**src/rtl/mem_port_arbiter_if.sv**
```systemverilog
`default_nettype none
// ============================================================================
//  Module      : mem_port_arbiter_if
//  Description : Bundle of all non-clock signals around mem_port_arbiter.
//                Fetch side : if_req, if_addr -> if_ready, if_rdata, stall_if
//                Data side  : dm_req, dm_we, dm_byte, dm_addr, dm_wdata
//                             -> dm_ready, dm_rdata, stall_dm
//                Memory side: mem_en, mem_we, mem_byte, mem_addr, mem_wdata
//                             <- mem_rdata
//                slave  : view taken by the arbiter
//                master : view taken by requesters / memory model
//  Revision    : 1.0  initial release
// ============================================================================
interface mem_port_arbiter_if;
    logic        if_req;
    logic [31:0] if_addr;
    logic        if_ready;
    logic [31:0] if_rdata;

    logic        dm_req;
    logic        dm_we;
    logic        dm_byte;
    logic [31:0] dm_addr;
    logic [31:0] dm_wdata;
    logic        dm_ready;
    logic [31:0] dm_rdata;

    logic        mem_en;
    logic        mem_we;
    logic        mem_byte;
    logic [31:0] mem_addr;
    logic [31:0] mem_wdata;
    logic [31:0] mem_rdata;

    logic        stall_if;
    logic        stall_dm;

    modport slave (
        input  if_req, if_addr,
        input  dm_req, dm_we, dm_byte, dm_addr, dm_wdata,
        input  mem_rdata,
        output if_ready, if_rdata,
        output dm_ready, dm_rdata,
        output mem_en, mem_we, mem_byte, mem_addr, mem_wdata,
        output stall_if, stall_dm
    );

    modport master (
        output if_req, if_addr,
        output dm_req, dm_we, dm_byte, dm_addr, dm_wdata,
        output mem_rdata,
        input  if_ready, if_rdata,
        input  dm_ready, dm_rdata,
        input  mem_en, mem_we, mem_byte, mem_addr, mem_wdata,
        input  stall_if, stall_dm
    );
endinterface
`default_nettype wire

```
**src/rtl/mem_port_arbiter.sv**
```systemverilog
`default_nettype none
// ============================================================================
//  Module      : mem_port_arbiter
//  Description : Shares one single-ported fixed-latency memory between the
//                instruction fetch port (I) and the data-memory port (D).
//                Each access runs IDLE -> ACCESS (LATENCY cycles) -> RESP.
//                D has priority, but after MAX_STREAK consecutive D grants
//                made while I was waiting, I is forced in.
//  Ports       : clock - system clock (rising edge)
//                reset - synchronous, active-high
//                bus   - mem_port_arbiter_if.slave (requesters + memory)
//  Revision    : 1.0  initial release
// ============================================================================
module mem_port_arbiter #(
    parameter int LATENCY    = 2,
    parameter int MAX_STREAK = 4
) (
    input wire                 clock,
    input wire                 reset,
    mem_port_arbiter_if.slave  bus
);

    localparam int CNT_W = (LATENCY > 1) ? $clog2(LATENCY) : 1;
    localparam int STK_W = $clog2(MAX_STREAK + 1);

    localparam logic [CNT_W-1:0] c_cnt_init   = CNT_W'(LATENCY - 1);
    localparam logic [STK_W-1:0] c_streak_max = STK_W'(MAX_STREAK);

    localparam logic [1:0] c_idle   = 2'd0;
    localparam logic [1:0] c_access = 2'd1;
    localparam logic [1:0] c_resp   = 2'd2;

    logic [1:0]       r_state;
    logic             r_owner_d;     // 1: current access belongs to D
    logic             r_we;
    logic             r_byte;
    logic [31:0]      r_addr;
    logic [31:0]      r_wdata;
    logic [CNT_W-1:0] r_cnt;
    logic [STK_W-1:0] r_streak;
    logic [31:0]      r_if_rdata;
    logic [31:0]      r_dm_rdata;

    logic w_grant_d;
    logic w_grant_i;
    logic w_access;
    logic w_if_ready;
    logic w_dm_ready;

    // D wins unless I has already been passed over MAX_STREAK times.
    assign w_grant_d = bus.dm_req & ~(bus.if_req & (r_streak == c_streak_max));
    assign w_grant_i = bus.if_req & ~w_grant_d;

    assign w_access   = (r_state == c_access);
    assign w_if_ready = (r_state == c_resp) & ~r_owner_d;
    assign w_dm_ready = (r_state == c_resp) &  r_owner_d;

    always_ff @(posedge clock) begin
        if (reset) begin
            r_state    <= c_idle;
            r_owner_d  <= 1'b0;
            r_we       <= 1'b0;
            r_byte     <= 1'b0;
            r_addr     <= '0;
            r_wdata    <= '0;
            r_cnt      <= '0;
            r_streak   <= '0;
            r_if_rdata <= '0;
            r_dm_rdata <= '0;
        end else begin
            case (r_state)
                c_idle: begin
                    if (w_grant_d || w_grant_i) begin
                        r_owner_d <= w_grant_d;
                        r_cnt     <= c_cnt_init;
                        r_state   <= c_access;
                        if (w_grant_d) begin
                            r_we    <= bus.dm_we;
                            r_byte  <= bus.dm_byte;
                            r_addr  <= bus.dm_addr;
                            r_wdata <= bus.dm_wdata;
                            // Streak only grows while I is actually waiting.
                            if (!bus.if_req) begin
                                r_streak <= '0;
                            end else if (r_streak != c_streak_max) begin
                                r_streak <= r_streak + 1'b1;
                            end
                        end else begin
                            r_we     <= 1'b0;
                            r_byte   <= 1'b0;
                            r_addr   <= bus.if_addr;
                            r_wdata  <= '0;
                            r_streak <= '0;
                        end
                    end
                end
                c_access: begin
                    if (r_cnt == '0) begin
                        // Memory data is valid in the last access cycle.
                        if (r_owner_d) begin
                            r_dm_rdata <= r_we ? 32'd0 : bus.mem_rdata;
                        end else begin
                            r_if_rdata <= bus.mem_rdata;
                        end
                        r_state <= c_resp;
                    end else begin
                        r_cnt <= r_cnt - 1'b1;
                    end
                end
                c_resp:  r_state <= c_idle;
                default: r_state <= c_idle;
            endcase
        end
    end

    // Command is only presented during ACCESS; zero otherwise.
    assign bus.mem_en    = w_access;
    assign bus.mem_we    = w_access & r_we;
    assign bus.mem_byte  = w_access & r_byte;
    assign bus.mem_addr  = w_access ? r_addr  : 32'd0;
    assign bus.mem_wdata = w_access ? r_wdata : 32'd0;

    assign bus.if_ready  = w_if_ready;
    assign bus.dm_ready  = w_dm_ready;
    assign bus.if_rdata  = r_if_rdata;
    assign bus.dm_rdata  = r_dm_rdata;

    assign bus.stall_if  = bus.if_req & ~w_if_ready;
    assign bus.stall_dm  = bus.dm_req & ~w_dm_ready;

endmodule
`default_nettype wire

```
**src/flat_wrapper.sv**
```systemverilog
// flat-port wrapper written by rule: the top's interface ports become plain ports
module mem_port_arbiter_flat 
#(
    parameter int LATENCY    = 2,
    parameter int MAX_STREAK = 4
)
  (clock, reset, bus_if_req, bus_if_addr, bus_dm_req, bus_dm_we, bus_dm_byte, bus_dm_addr, bus_dm_wdata, bus_mem_rdata, bus_if_ready, bus_if_rdata, bus_dm_ready, bus_dm_rdata, bus_mem_en, bus_mem_we, bus_mem_byte, bus_mem_addr, bus_mem_wdata, bus_stall_if, bus_stall_dm);
  mem_port_arbiter_if bus_i ();
  input wire clock;
  input wire reset;
  input wire logic [$bits(bus_i.if_req)-1:0] bus_if_req;
  input wire logic [$bits(bus_i.if_addr)-1:0] bus_if_addr;
  input wire logic [$bits(bus_i.dm_req)-1:0] bus_dm_req;
  input wire logic [$bits(bus_i.dm_we)-1:0] bus_dm_we;
  input wire logic [$bits(bus_i.dm_byte)-1:0] bus_dm_byte;
  input wire logic [$bits(bus_i.dm_addr)-1:0] bus_dm_addr;
  input wire logic [$bits(bus_i.dm_wdata)-1:0] bus_dm_wdata;
  input wire logic [$bits(bus_i.mem_rdata)-1:0] bus_mem_rdata;
  output wire logic [$bits(bus_i.if_ready)-1:0] bus_if_ready;
  output wire logic [$bits(bus_i.if_rdata)-1:0] bus_if_rdata;
  output wire logic [$bits(bus_i.dm_ready)-1:0] bus_dm_ready;
  output wire logic [$bits(bus_i.dm_rdata)-1:0] bus_dm_rdata;
  output wire logic [$bits(bus_i.mem_en)-1:0] bus_mem_en;
  output wire logic [$bits(bus_i.mem_we)-1:0] bus_mem_we;
  output wire logic [$bits(bus_i.mem_byte)-1:0] bus_mem_byte;
  output wire logic [$bits(bus_i.mem_addr)-1:0] bus_mem_addr;
  output wire logic [$bits(bus_i.mem_wdata)-1:0] bus_mem_wdata;
  output wire logic [$bits(bus_i.stall_if)-1:0] bus_stall_if;
  output wire logic [$bits(bus_i.stall_dm)-1:0] bus_stall_dm;
  assign bus_i.if_req = bus_if_req;
  assign bus_i.if_addr = bus_if_addr;
  assign bus_i.dm_req = bus_dm_req;
  assign bus_i.dm_we = bus_dm_we;
  assign bus_i.dm_byte = bus_dm_byte;
  assign bus_i.dm_addr = bus_dm_addr;
  assign bus_i.dm_wdata = bus_dm_wdata;
  assign bus_i.mem_rdata = bus_mem_rdata;
  assign bus_if_ready = bus_i.if_ready;
  assign bus_if_rdata = bus_i.if_rdata;
  assign bus_dm_ready = bus_i.dm_ready;
  assign bus_dm_rdata = bus_i.dm_rdata;
  assign bus_mem_en = bus_i.mem_en;
  assign bus_mem_we = bus_i.mem_we;
  assign bus_mem_byte = bus_i.mem_byte;
  assign bus_mem_addr = bus_i.mem_addr;
  assign bus_mem_wdata = bus_i.mem_wdata;
  assign bus_stall_if = bus_i.stall_if;
  assign bus_stall_dm = bus_i.stall_dm;
  mem_port_arbiter #(.LATENCY(LATENCY), .MAX_STREAK(MAX_STREAK)) u_core (.clock(clock), .reset(reset), .bus(bus_i));
endmodule
```
**config.mk**
```make
export PLATFORM = sky130hd
export DESIGN_NAME = mem_port_arbiter_flat
export DESIGN_NICKNAME = d
export VERILOG_FILES = /design/src/rtl/mem_port_arbiter_if.sv /design/src/rtl/mem_port_arbiter.sv /design/src/flat_wrapper.sv
export SDC_FILE = /design/constraint.sdc
export NUM_CORES = 1
export LEC_CHECK = 0
export CAP_MARGIN = 20
export CORE_MARGIN = 4
export CORE_UTILIZATION = 25
export DETAILED_ROUTE_END_ITERATION = 8
export GPL_TIMING_DRIVEN = 0
export MAX_ROUTING_LAYER = met4
export PLACE_DENSITY = 0.57
export REMOVE_ABC_BUFFERS = 1
export SLEW_MARGIN = 20
export SYNTH_ARGS = -nofsm -noshare
export SYNTH_HDL_FRONTEND = slang
export SYNTH_SLANG_ARGS = --single-unit
```
**constraint.sdc**
```tcl
create_clock -name clock -period 1.9 [get_ports clock]
set_input_delay 0.19 -clock clock [delete_from_list [all_inputs] [get_ports clock]]
set_output_delay 0.19 -clock clock [all_outputs]
set_load 0.01 [all_outputs]
```
Word level (Yosys, flattened, before mapping)
Cells that the tools add are included.

Register bits after elaboration: 137. Input port bits: 134. Logic and storage cells: 59.

$add $sub $neg: 2. Eq/ne operators: 7. Multiplexer cells: 16. Bitwise gates (word level): 15. Reduce and logical (&&, ||, !) cells: 9.

Operator list (number): two-way mux 32 bit (5); AND 1 bit (9); two-way mux 3 bit (3); AND reduction 3 bit (3); != test 3 bit, second input constant (2); NOT 1 bit (6); AND reduction 2 bit (3); two-way mux 1 bit (4); two-way mux 2 bit (2); case mux 2 bit (2 select lines) (1); adder 3 x 1 -> 3 bit, second input constant (1); equality test 3 bit, second input constant (1); equality test 2 x 1 -> 1 bit, second input constant (1); equality test 2 bit, second input constant (1); zero test 2 bit (1); != test 2 x 1 -> 1 bit, second input constant (1); != test 2 bit, second input constant (1); case mux 1 bit (2 select lines) (1); nonzero test 2 bit (1); logical OR 1 bit (1); subtractor 1 bit, second input constant (1).

Depth between registers and ports, before layout
Gate-level depths: netlist (run 1).

Depth in word-level cells: 9. Mapped depth: 7. Depth with buffers taken out: 5.

Worst setup path before layout (run 1)
Ideal clock, no wire load.

Path type: reg-to-reg. Start: register u_core.r_streak[0]. End: register u_core.r_wdata[27]. Library setup time: 0.070 ns. Arrival: 1.417 ns. Required time: 1.830 ns. Setup slack: 0.413 ns. Cell stages (with the launch flop): 8. Buffers on the path: 2. Period minus slack after synthesis: 1.487 ns. Cell sequence: dfxtp_1 > inv_1 > ha_1 > nand3_1 > buf_2 > buf_1 > nand4_1 > a21oi_1.

Word-level cells in the longest chain between the ends: 8. Elaborated cells on any way between the ends: 9. Those cells by class: eq/ne (1); mux (1); bitwise (5); reduce/logical (2).

Ends and longest elaborated chain: from (decl) (line mem_port_arbiter.sv:40) `logic [STK_W-1:0] r_streak;`; from (signal assigned) (line mem_port_arbiter.sv:86) `r_streak <= r_streak + 1'b1;`; equality test 3 bit (*) (line mem_port_arbiter.sv:51) `assign w_grant_d = bus.dm_req & ~(bus.if_req & (r_streak == c_streak_max));`; AND 1 bit (*) (line mem_port_arbiter.sv:51); NOT 1 bit (*) (line mem_port_arbiter.sv:51); AND 1 bit (*) (line mem_port_arbiter.sv:51); NOT 1 bit (line mem_port_arbiter.sv:52) `assign w_grant_i = bus.if_req & ~w_grant_d;`; AND 1 bit (line mem_port_arbiter.sv:52); logical OR 1 bit (line mem_port_arbiter.sv:73) `if (w_grant_d || w_grant_i) begin`; AND reduction 2 bit (no source line); to (signal assigned) (line mem_port_arbiter.sv:81) `r_wdata <= bus.dm_wdata;`; to (decl) (line mem_port_arbiter.sv:38) `logic [31:0] r_wdata;`.

Every way passes the cells marked *; elsewhere a longest branch is shown, timed or not. A chain may end at the register's enable or synchronous reset.

Final worst setup path (run 1)
Start: register u_core.r_state[0]. End: output port bus_mem_addr[12].

Word-level cells in the longest chain between the ends: 2.

Ends and longest elaborated chain: from (decl) (line mem_port_arbiter.sv:33) `logic [1:0] r_state;`; from (signal assigned) (line mem_port_arbiter.sv:60) `r_state <= c_idle;`; from (signal assigned) (line mem_port_arbiter.sv:76) `r_state <= c_access;`; from (signal assigned) (line mem_port_arbiter.sv:105) `r_state <= c_resp;`; equality test 2 x 1 -> 1 bit (line mem_port_arbiter.sv:54) `assign w_access = (r_state == c_access);`; two-way mux 32 bit (line mem_port_arbiter.sv:120) `assign bus.mem_addr = w_access ? r_addr : 32'd0;`; to (decl) (line flat_wrapper.sv:26) `output wire logic [$bits(bus_i.mem_addr)-1:0] bus_mem_addr;`.

Every way passes these cells.

==> out/results.txt, run 1 <==
Status -> finished clean
DR top layer -> met4
Met3 WL post-DR -> 2200 um
DIE WIDTH -> 163 um
Pre-CTS WS -> -0.312 ns
Number of buffers on the longest clock path -> 2
Crit path DAT -> 1.64 ns
Power Total -> 8.03 mW
Post-Syn Area -> 6030 um^2
Area Overhead vs Synth -> 59.8%
FFs w/ async S/R, synth -> 0%
Worst VDD drop -> 478 uV
Buffers on Ports -> 268
Req. time, crit path -> 1.71 ns
Placed cell areas -> 9050 um^2
Clock Pin Slew Worst Setup and Hold Paths -> 0.06 ns
Global-route wire length before repair -> 36400 um
Final Max Slew Viols -> 0
Final setup violation count -> 0
Syn Inst Count -> 752
Register area share after synthesis -> 45.4%
Simple-Gate Fraction of Synth Area -> 25.7%
TritonCTS Buffers -> 17
Hold-critical path depth -> 2
Met1 Wirelength -> 10800 um
XOR/XNOR share of the synthesized area -> 0%
Final Cell Area -> 9650 um^2
Cell Pwr Density -> 833 nW/um^2
Final min period -> 1.83 ns
Worst setup margin -> 0.0687 ns
I/O pins -> 269
Worst Path Max Fanout -> 5
Nature of the critical path startpoint -> register
Gr usage total -> 17.9%
Syn_area_per_cell -> 8.02 um^2
First-pass detailed-route iteration total -> 5
Largest family of logic cells by synthesized area -> simple AND/OR/NAND/NOR gates
Core ar. -> 23600 um^2
Complex-gate fraction of the synthesized area -> 22.0%
Slew Limit Headroom -> 45.8%
Critical path capture point type -> primary output
Final period utilization -> 96.4%
Vias -> 6416
Drt wl/cell -> 18.4 um
DRC -> 0
Routed met2 length -> 10800 um
Iter 0 DRT Violations -> 336
Final WL -> 24100 um
Synth cell types -> 33
Max Cap Viol -> 0
R2R cell count -> 4
CTS tree -> done
Worst-Skew Late Latency -> 0.42 ns
Seq cells post-synth -> 137
Yosys Warn Count -> 0
Die Span Y -> 163 um
Worst-Margin Slew -> 0.814 ns
H-Tree Depth -> 4
Fin Hold WS -> 0.207 ns
Hold Fails Final Rpt -> 0
Largest net degree at the start of global routing -> 73
Number of global-route vias before repair -> 6330
Via density -> 4.89
Pleak -> 3.49 nW
Post-synth top flop -> dfxtp_1
Gpl congestion -> 0.741
Finished Layout Cells -> 1311
# diodes -> 0
Final setup TNS -> 0 ns
Clock sink count -> 137
Die area -> 26700 um^2
Antenna-violating nets left -> 0
Starting Density -> 25.6%
RSZ-0062 raised after global routing -> yes
Worst hold path type -> input port to register
Core Util, Final -> 40.8%
Post-synthesis mux area share -> 0%
Placed cell count -> 1266
Fin nets -> 1115
Fmax -> 546 MHz
EDFF count, synth -> 0
Initial antenna violation count -> 1
DPL Wire Length -> 14700 um
Row Count -> 56
Share of cells above drive strength 1 -> 13.2%
Clock root buffer -> clkbuf_16
Adder-cell share of the synthesized area -> 0.415%
Fin Clk Skew -> 0.0157 ns
Crit Path Category -> register to primary output
Grt ovf -> 0
==> cell usage after synthesis (2+ instances only) <==
cell type	number	area (um^2)
dfxtp_1	137	2740
a21oi_1	135	676
nand2_1	96	360
o21ai_0	68	340
and2_1	66	413
clkbuf_1	56	210
nand4_1	36	225
nand3_1	34	170
a311oi_1	32	280
nand3b_1	32	240
buf_2	23	115
inv_1	4	15.0
nor2_1	4	15.0
buf_6	3	33.8
nor3b_1	3	22.5
buf_1	2	7.51
ha_1	2	25.0
nor2b_1	2	12.5
nor3_1	2	10.0
o21ai_1	2	10.0
==> report_power, final <==
group          switching, mW  internal, mW  total, mW  leakage (nW)
clock network           1.39          1.89       3.28         0.279
registers              0.109          3.08       3.18          1.12
logic                  0.777         0.795       1.57          2.09
total                   2.27          5.76       8.03          3.49
==> flip-flops by register name, summed over array words and instances (netlist names) <==
| name | count |
|---|---|
| u_core.r_byte | 1 |
| u_core.bus.if_rdata | 32 |
| u_core.r_cnt | 1 |
| u_core.r_addr | 32 |
| u_core.bus.dm_rdata | 32 |
| u_core.r_wdata | 32 |
| u_core.r_owner_d | 1 |
| u_core.r_we | 1 |
| u_core.r_state | 2 |
| u_core.r_streak | 3 |
==> timing repair <==
item                       4_1_cts  5_1_grt
pin swaps                        0        1
resized for setup              185       41
gates cloned                     3        2
hold buffers                     0        0
hold endpoints to repair         0        0
buffers inserted                 8        2
setup endpoints to repair      129       91
==> cell usage in the layout (no fill, tap or decap), types with 3 or more instances in the layout <==
master,instances
buf_16,5
clkinv_2,3
nor2_4,3
inv_6,3
nand3_1,33
a311oi_1,32
dfxtp_1,133
inv_1,3
buf_4,8
nand3b_1,32
dlygate4sd2_1,8
clkdlybuf4s15_2,10
buf_2,25
a21oi_1,135
clkdlybuf4s15_1,10
nand4_1,36
clkinvlp_4,3
clkdlybuf4s50_1,195
clkbuf_2,16
nand2_1,96
clkbuf_16,19
and2_1,64
o21ai_0,68
buf_12,8
==> cell families after synthesis <==
| group | count (synthesis) |
|---|---|
| simple gates | 284 |
| compound gates | 240 |
| flops | 137 |
| buf+inv | 89 |
| fa+ha+maj | 2 |
==> path summary, 6_finish.rpt <==
kind                                             start                                    to  slack (ns)
setup / recovery        u_core.r_state[0]$_SDFFE_PP0P_                      bus_mem_addr[12]        0.07
hold / removal                                   reset  u_core.bus.if_rdata[14]$_SDFFE_PP0P_        0.21
setup reg to reg        u_core.r_state[0]$_SDFFE_PP0P_  u_core.bus.dm_rdata[10]$_SDFFE_PP0P_        0.16
hold reg to reg   u_core.bus.dm_rdata[24]$_SDFFE_PP0P_  u_core.bus.dm_rdata[24]$_SDFFE_PP0P_        0.45
==> worst max-delay path, cell delays in order (launching register included) <==
cell	delay [ns]
dfxtp_4	0.34
nor2b_4	0.17
buf_4	0.21
buf_12	0.13
and2_4	0.15
clkdlybuf4s15_2	0.22
==> area by class of cell <==
| type | count | area, um^2 |
|---|---|---|
| fillers | 2456 | 14000 |
| multi-input cells | 526 | 2990 |
| repair buffers | 292 | 2910 |
| flip-flops and latches | 137 | 2750 |
| clock buffers | 20 | 457 |
| well taps | 319 | 399 |
| clock inverters | 12 | 115 |
| inverters | 4 | 18.8 |
| repair inverters | 1 | 5.00 |
==> layer usage <==
layer,global-route usage [%],vias up
met4,4.65,0
met2,26.7,256
li1,-,3123
met1,23.0,3014
met5,-,-
met3,6.41,23
(Power assumes the default switching activity.)
==> run 2: changes to the inputs <==
--- a/config.mk
+++ b/config.mk
@@ -13,7 +13,7 @@
 export MAX_ROUTING_LAYER = met4
 export PLACE_DENSITY = 0.57
 export REMOVE_ABC_BUFFERS = 1
-export SLEW_MARGIN = 20
+export SLEW_MARGIN = 10
 export SYNTH_ARGS = -nofsm -noshare
 export SYNTH_HDL_FRONTEND = slang
 export SYNTH_SLANG_ARGS = --single-unit
==> run 2 against run 1 <==
Compared with the run above: the run now ends with setup timing left; maximum frequency shrank 3.6%; first-iteration DRC count shrank 5.1%; critical path depth grew 1; combinational power is essentially flat; sequential share of layout area shrank 0.29 points; core utilization grew 0.42 points; register-to-register slack is essentially flat; critical path type unchanged; largest cell class unchanged; highest routed layer unchanged.
==> out/results.txt, run 2 (same netlist as run 1, synthesis figures left out) <==
Status -> finished with violations
Failing checks -> setup timing
Most frequent cells in the layout -> 195 x clkdlybuf4s50_1, 135 x a21oi_1, 133 x dfxtp_1, 96 x nand2_1, 68 x o21ai_0
Post-CTS Hold Fix Bufs -> 0 (unchanged)
Hold Fails Final Rpt -> 0 (unchanged)
Critical path capture point type -> primary output
Commonest non-fill, non-tap cell in the layout -> clkdlybuf4s50_1
First-pass detailed-route iteration total -> 6 (+1)
Slew Limit Headroom -> 45.0% (-0.79 points)
Number of buffers on the longest clock path -> 2 (unchanged)
DRC -> 0 (unchanged)
CP endpoint -> bus_mem_addr[26]
Power Total -> 8.18 mW (+1.8%)
Die area -> 26700 um^2 (unchanged)
DPL Wire Length -> 14600 um (-0.58%)
Finished Layout Cells -> 1317 (+0.46%)
Cell Pwr Density -> 839 nW/um^2 (+0.80%)
Largest net degree at the start of global routing -> 75 (+2.7%)
Busiest grt layer -> met2
RSZ-0062 raised after global routing -> yes
R2R Path Start -> u_core.r_state[1]$_SDFFE_PP0P_
Core ar. -> 23600 um^2 (unchanged)
Final period utilization -> 100% (+3.6 points)
Worst setup margin -> -0.000313 ns (-0.0690 ns)
Clock sink count -> 137 (unchanged)
Number of global-route vias before repair -> 6332 (+0.032%)
Drt wl/cell -> 18.5 um (+0.75%)
Crit path DAT -> 1.71 ns (+0.07 ns)
TritonCTS Buffers -> 17 (unchanged)
Fin Hold WS -> 0.202 ns (-0.00491 ns)
Worst hold path type -> input port to register
Initial antenna violation count -> 0 (-1)
Via density -> 4.93 (+0.69%)
CTS tree -> done
CP max-delay cell -> dfxtp_4
Area Overhead vs Synth -> 61.5%
CP cell instances -> nor2b_4, buf_6, bufbuf_16, buf_4, and2_1, buf_6
Grt met2 use -> 27.2% (+0.42 points)
Met1 GRT Util -> 23.5% (+0.49 points)
Crit. Startpoint -> u_core.r_state[0]$_SDFFE_PP0P_
Worst-Skew Late Latency -> 0.42 ns (about the same)
Global-route wire length before repair -> 36400 um (about the same)
Antenna-violating nets left -> 0 (unchanged)
Nature of the critical path startpoint -> register
I/O pins -> 269 (unchanged)
Worst path max stage delay -> 0.37 ns (+0.03 ns)
Net Sw Frac -> 27.8% (-0.46 points)
Die Span Y -> 163 um (unchanged)
RR Endpoint -> u_core.r_addr[29]$_SDFFE_PP0P_
# diodes -> 0 (unchanged)
Final min period -> 1.90 ns (+0.0690 ns)
Psw -> 2.28 mW (+0.18%)
Worst-Margin Slew -> 0.822 ns (+0.00843 ns)
Pleak -> 3.55 nW (+1.7%)
Fin nets -> 1122 (+0.63%)
Req. time, crit path -> 1.71 ns (about the same)
Row Count -> 56 (unchanged)
Final WL -> 24400 um (+1.2%)
Vias -> 6490 (+1.2%)
Share of cells above drive strength 1 -> 12.6% (-0.58 points)
Fin Clk Skew -> 0.0145 ns (-0.00128 ns)
Flop2flop setup slack -> 0.15 ns (about the same)
Placed cell count -> 1265 (-0.079%)
Final setup violation count -> 1 (+1)
Met3 GRT Util -> 5.25% (-1.2 points)
R2R cell count -> 5 (+1)
Iter 0 DRT Violations -> 319 (-5.1%)
Core Util, Final -> 41.3% (+0.42 points)
Fmax -> 526 MHz (-3.6%)
Buffers on Ports -> 268 (unchanged)
Gpl congestion -> 0.741 (unchanged)
Cell-internal power -> 5.90 mW (+2.5%)
Clock root buffer -> clkbuf_16
Starting Density -> 25.6% (unchanged)
Seq pwr share -> 39.0% (-0.6 points)
DIE WIDTH -> 163 um (unchanged)
Comb pwr share -> 19.4% (-0.2 points)
H-Tree Depth -> 4 (unchanged)
Grt ovf -> 0 (unchanged)
Max Cap Viol -> 0 (unchanged)
Crit Path Category -> register to primary output
Clk network pwr share -> 41.6% (+0.8 points)
CP dominant cell by count -> buf_6
Gr usage total -> 17.9% (+0.044 points)
Clock Pin Slew Worst Setup and Hold Paths -> 0.06 ns (about the same)
Final Max Slew Viols -> 0 (unchanged)
Worst Path Max Fanout -> 6 (+1)
Final setup TNS -> -0.000313 ns (-0.000313 ns)
Worst VDD drop -> 471 uV (-1.4%)
-- run 2: timing repair --
| item | 4_1_cts | 5_1_grt |
|---|---|---|
| setup buffers | 17 | 1 |
| gates resized for setup | 166 | 45 |
| setup endpoints to repair | 130 | 46 |
| gates cloned | 4 | 1 |
-- run 2: worst min path at each step --
stage | start | to | slack [ns] | cells past startpoint
floorplan | reset | u_core.bus.dm_rdata[0]$_SDFFE_PP0P_ | 0.26 | 1
global placement | u_core.bus.dm_rdata[8]$_SDFFE_PP0P_ | u_core.bus.dm_rdata[8]$_SDFFE_PP0P_ | 0.44 | 2
detailed placement | u_core.bus.dm_rdata[8]$_SDFFE_PP0P_ | u_core.bus.dm_rdata[8]$_SDFFE_PP0P_ | 0.44 | 2
CTS | reset | u_core.bus.if_rdata[17]$_SDFFE_PP0P_ | 0.21 | 2
global route | reset | u_core.bus.dm_rdata[3]$_SDFFE_PP0P_ | 0.23 | 2
finish | reset | u_core.bus.if_rdata[12]$_SDFFE_PP0P_ | 0.20 | 2
-- run 2: cell type report --
cell class / count / area (um^2)
clock buffer: 19 / 453
clock inverter: 12 / 140
fill: 2473 / 13900
inverter: 4 / 18.8
multi-input combinational: 528 / 3020
sequential: 137 / 2750
tap: 319 / 399
timing repair buffer: 297 / 2960
timing repair inverter: 1 / 5.00
-- run 2: routing by layer --
| layer | share of wire (%) | up-vias |
|---|---|---|
| met5 | 0 | - |
| li1 | - | 3137 |
| met4 | 0.98 | 0 |
| met1 | 45 | 3055 |
| met2 | 46 | 276 |
| met3 | 8.8 | 22 |
-- run 2: stage by stage --
stage / instance area (um^2) / setup slack, ns
finish: 9740 / -0.000313
global route: 9740 / -0.0502
CTS: 9790 / -0.0634
detailed placement: 9030 / -0.781
global placement: 8740 / -5.84
floorplan: 5660 / -0.713
-- run 2: critical path: cells and delay by family, from the launching register on --
kind | cells | cell delay [ns]
DFF | 1 | 0.37
buffers and inverters | 4 | 0.64
and+or+nand+nor | 2 | 0.28
-- run 2: power by group through the flow --
stage          registers (mW)  logic (mW)  clock network [mW]
2_1_floorplan            3.25       0.551                   0
3_3_place_gp             3.25        1.42                   0
6_report                 3.19        1.59                3.41
3_5_place_dp             3.25        1.50                   0
5_1_grt                  3.21        1.73                3.65
4_1_cts                  3.19        1.62                3.52
==> run 3: changes to the inputs <==
--- a/config.mk
+++ b/config.mk
@@ -5,6 +5,7 @@
 export SDC_FILE = /design/constraint.sdc
 export NUM_CORES = 1
 export LEC_CHECK = 0
+export ABC_CLOCK_PERIOD_IN_PS = 1900
 export CAP_MARGIN = 20
 export CORE_MARGIN = 4
 export CORE_UTILIZATION = 25
==> results of run 3 <==
Final layout, timing and power as in run 2 (identical DEF).
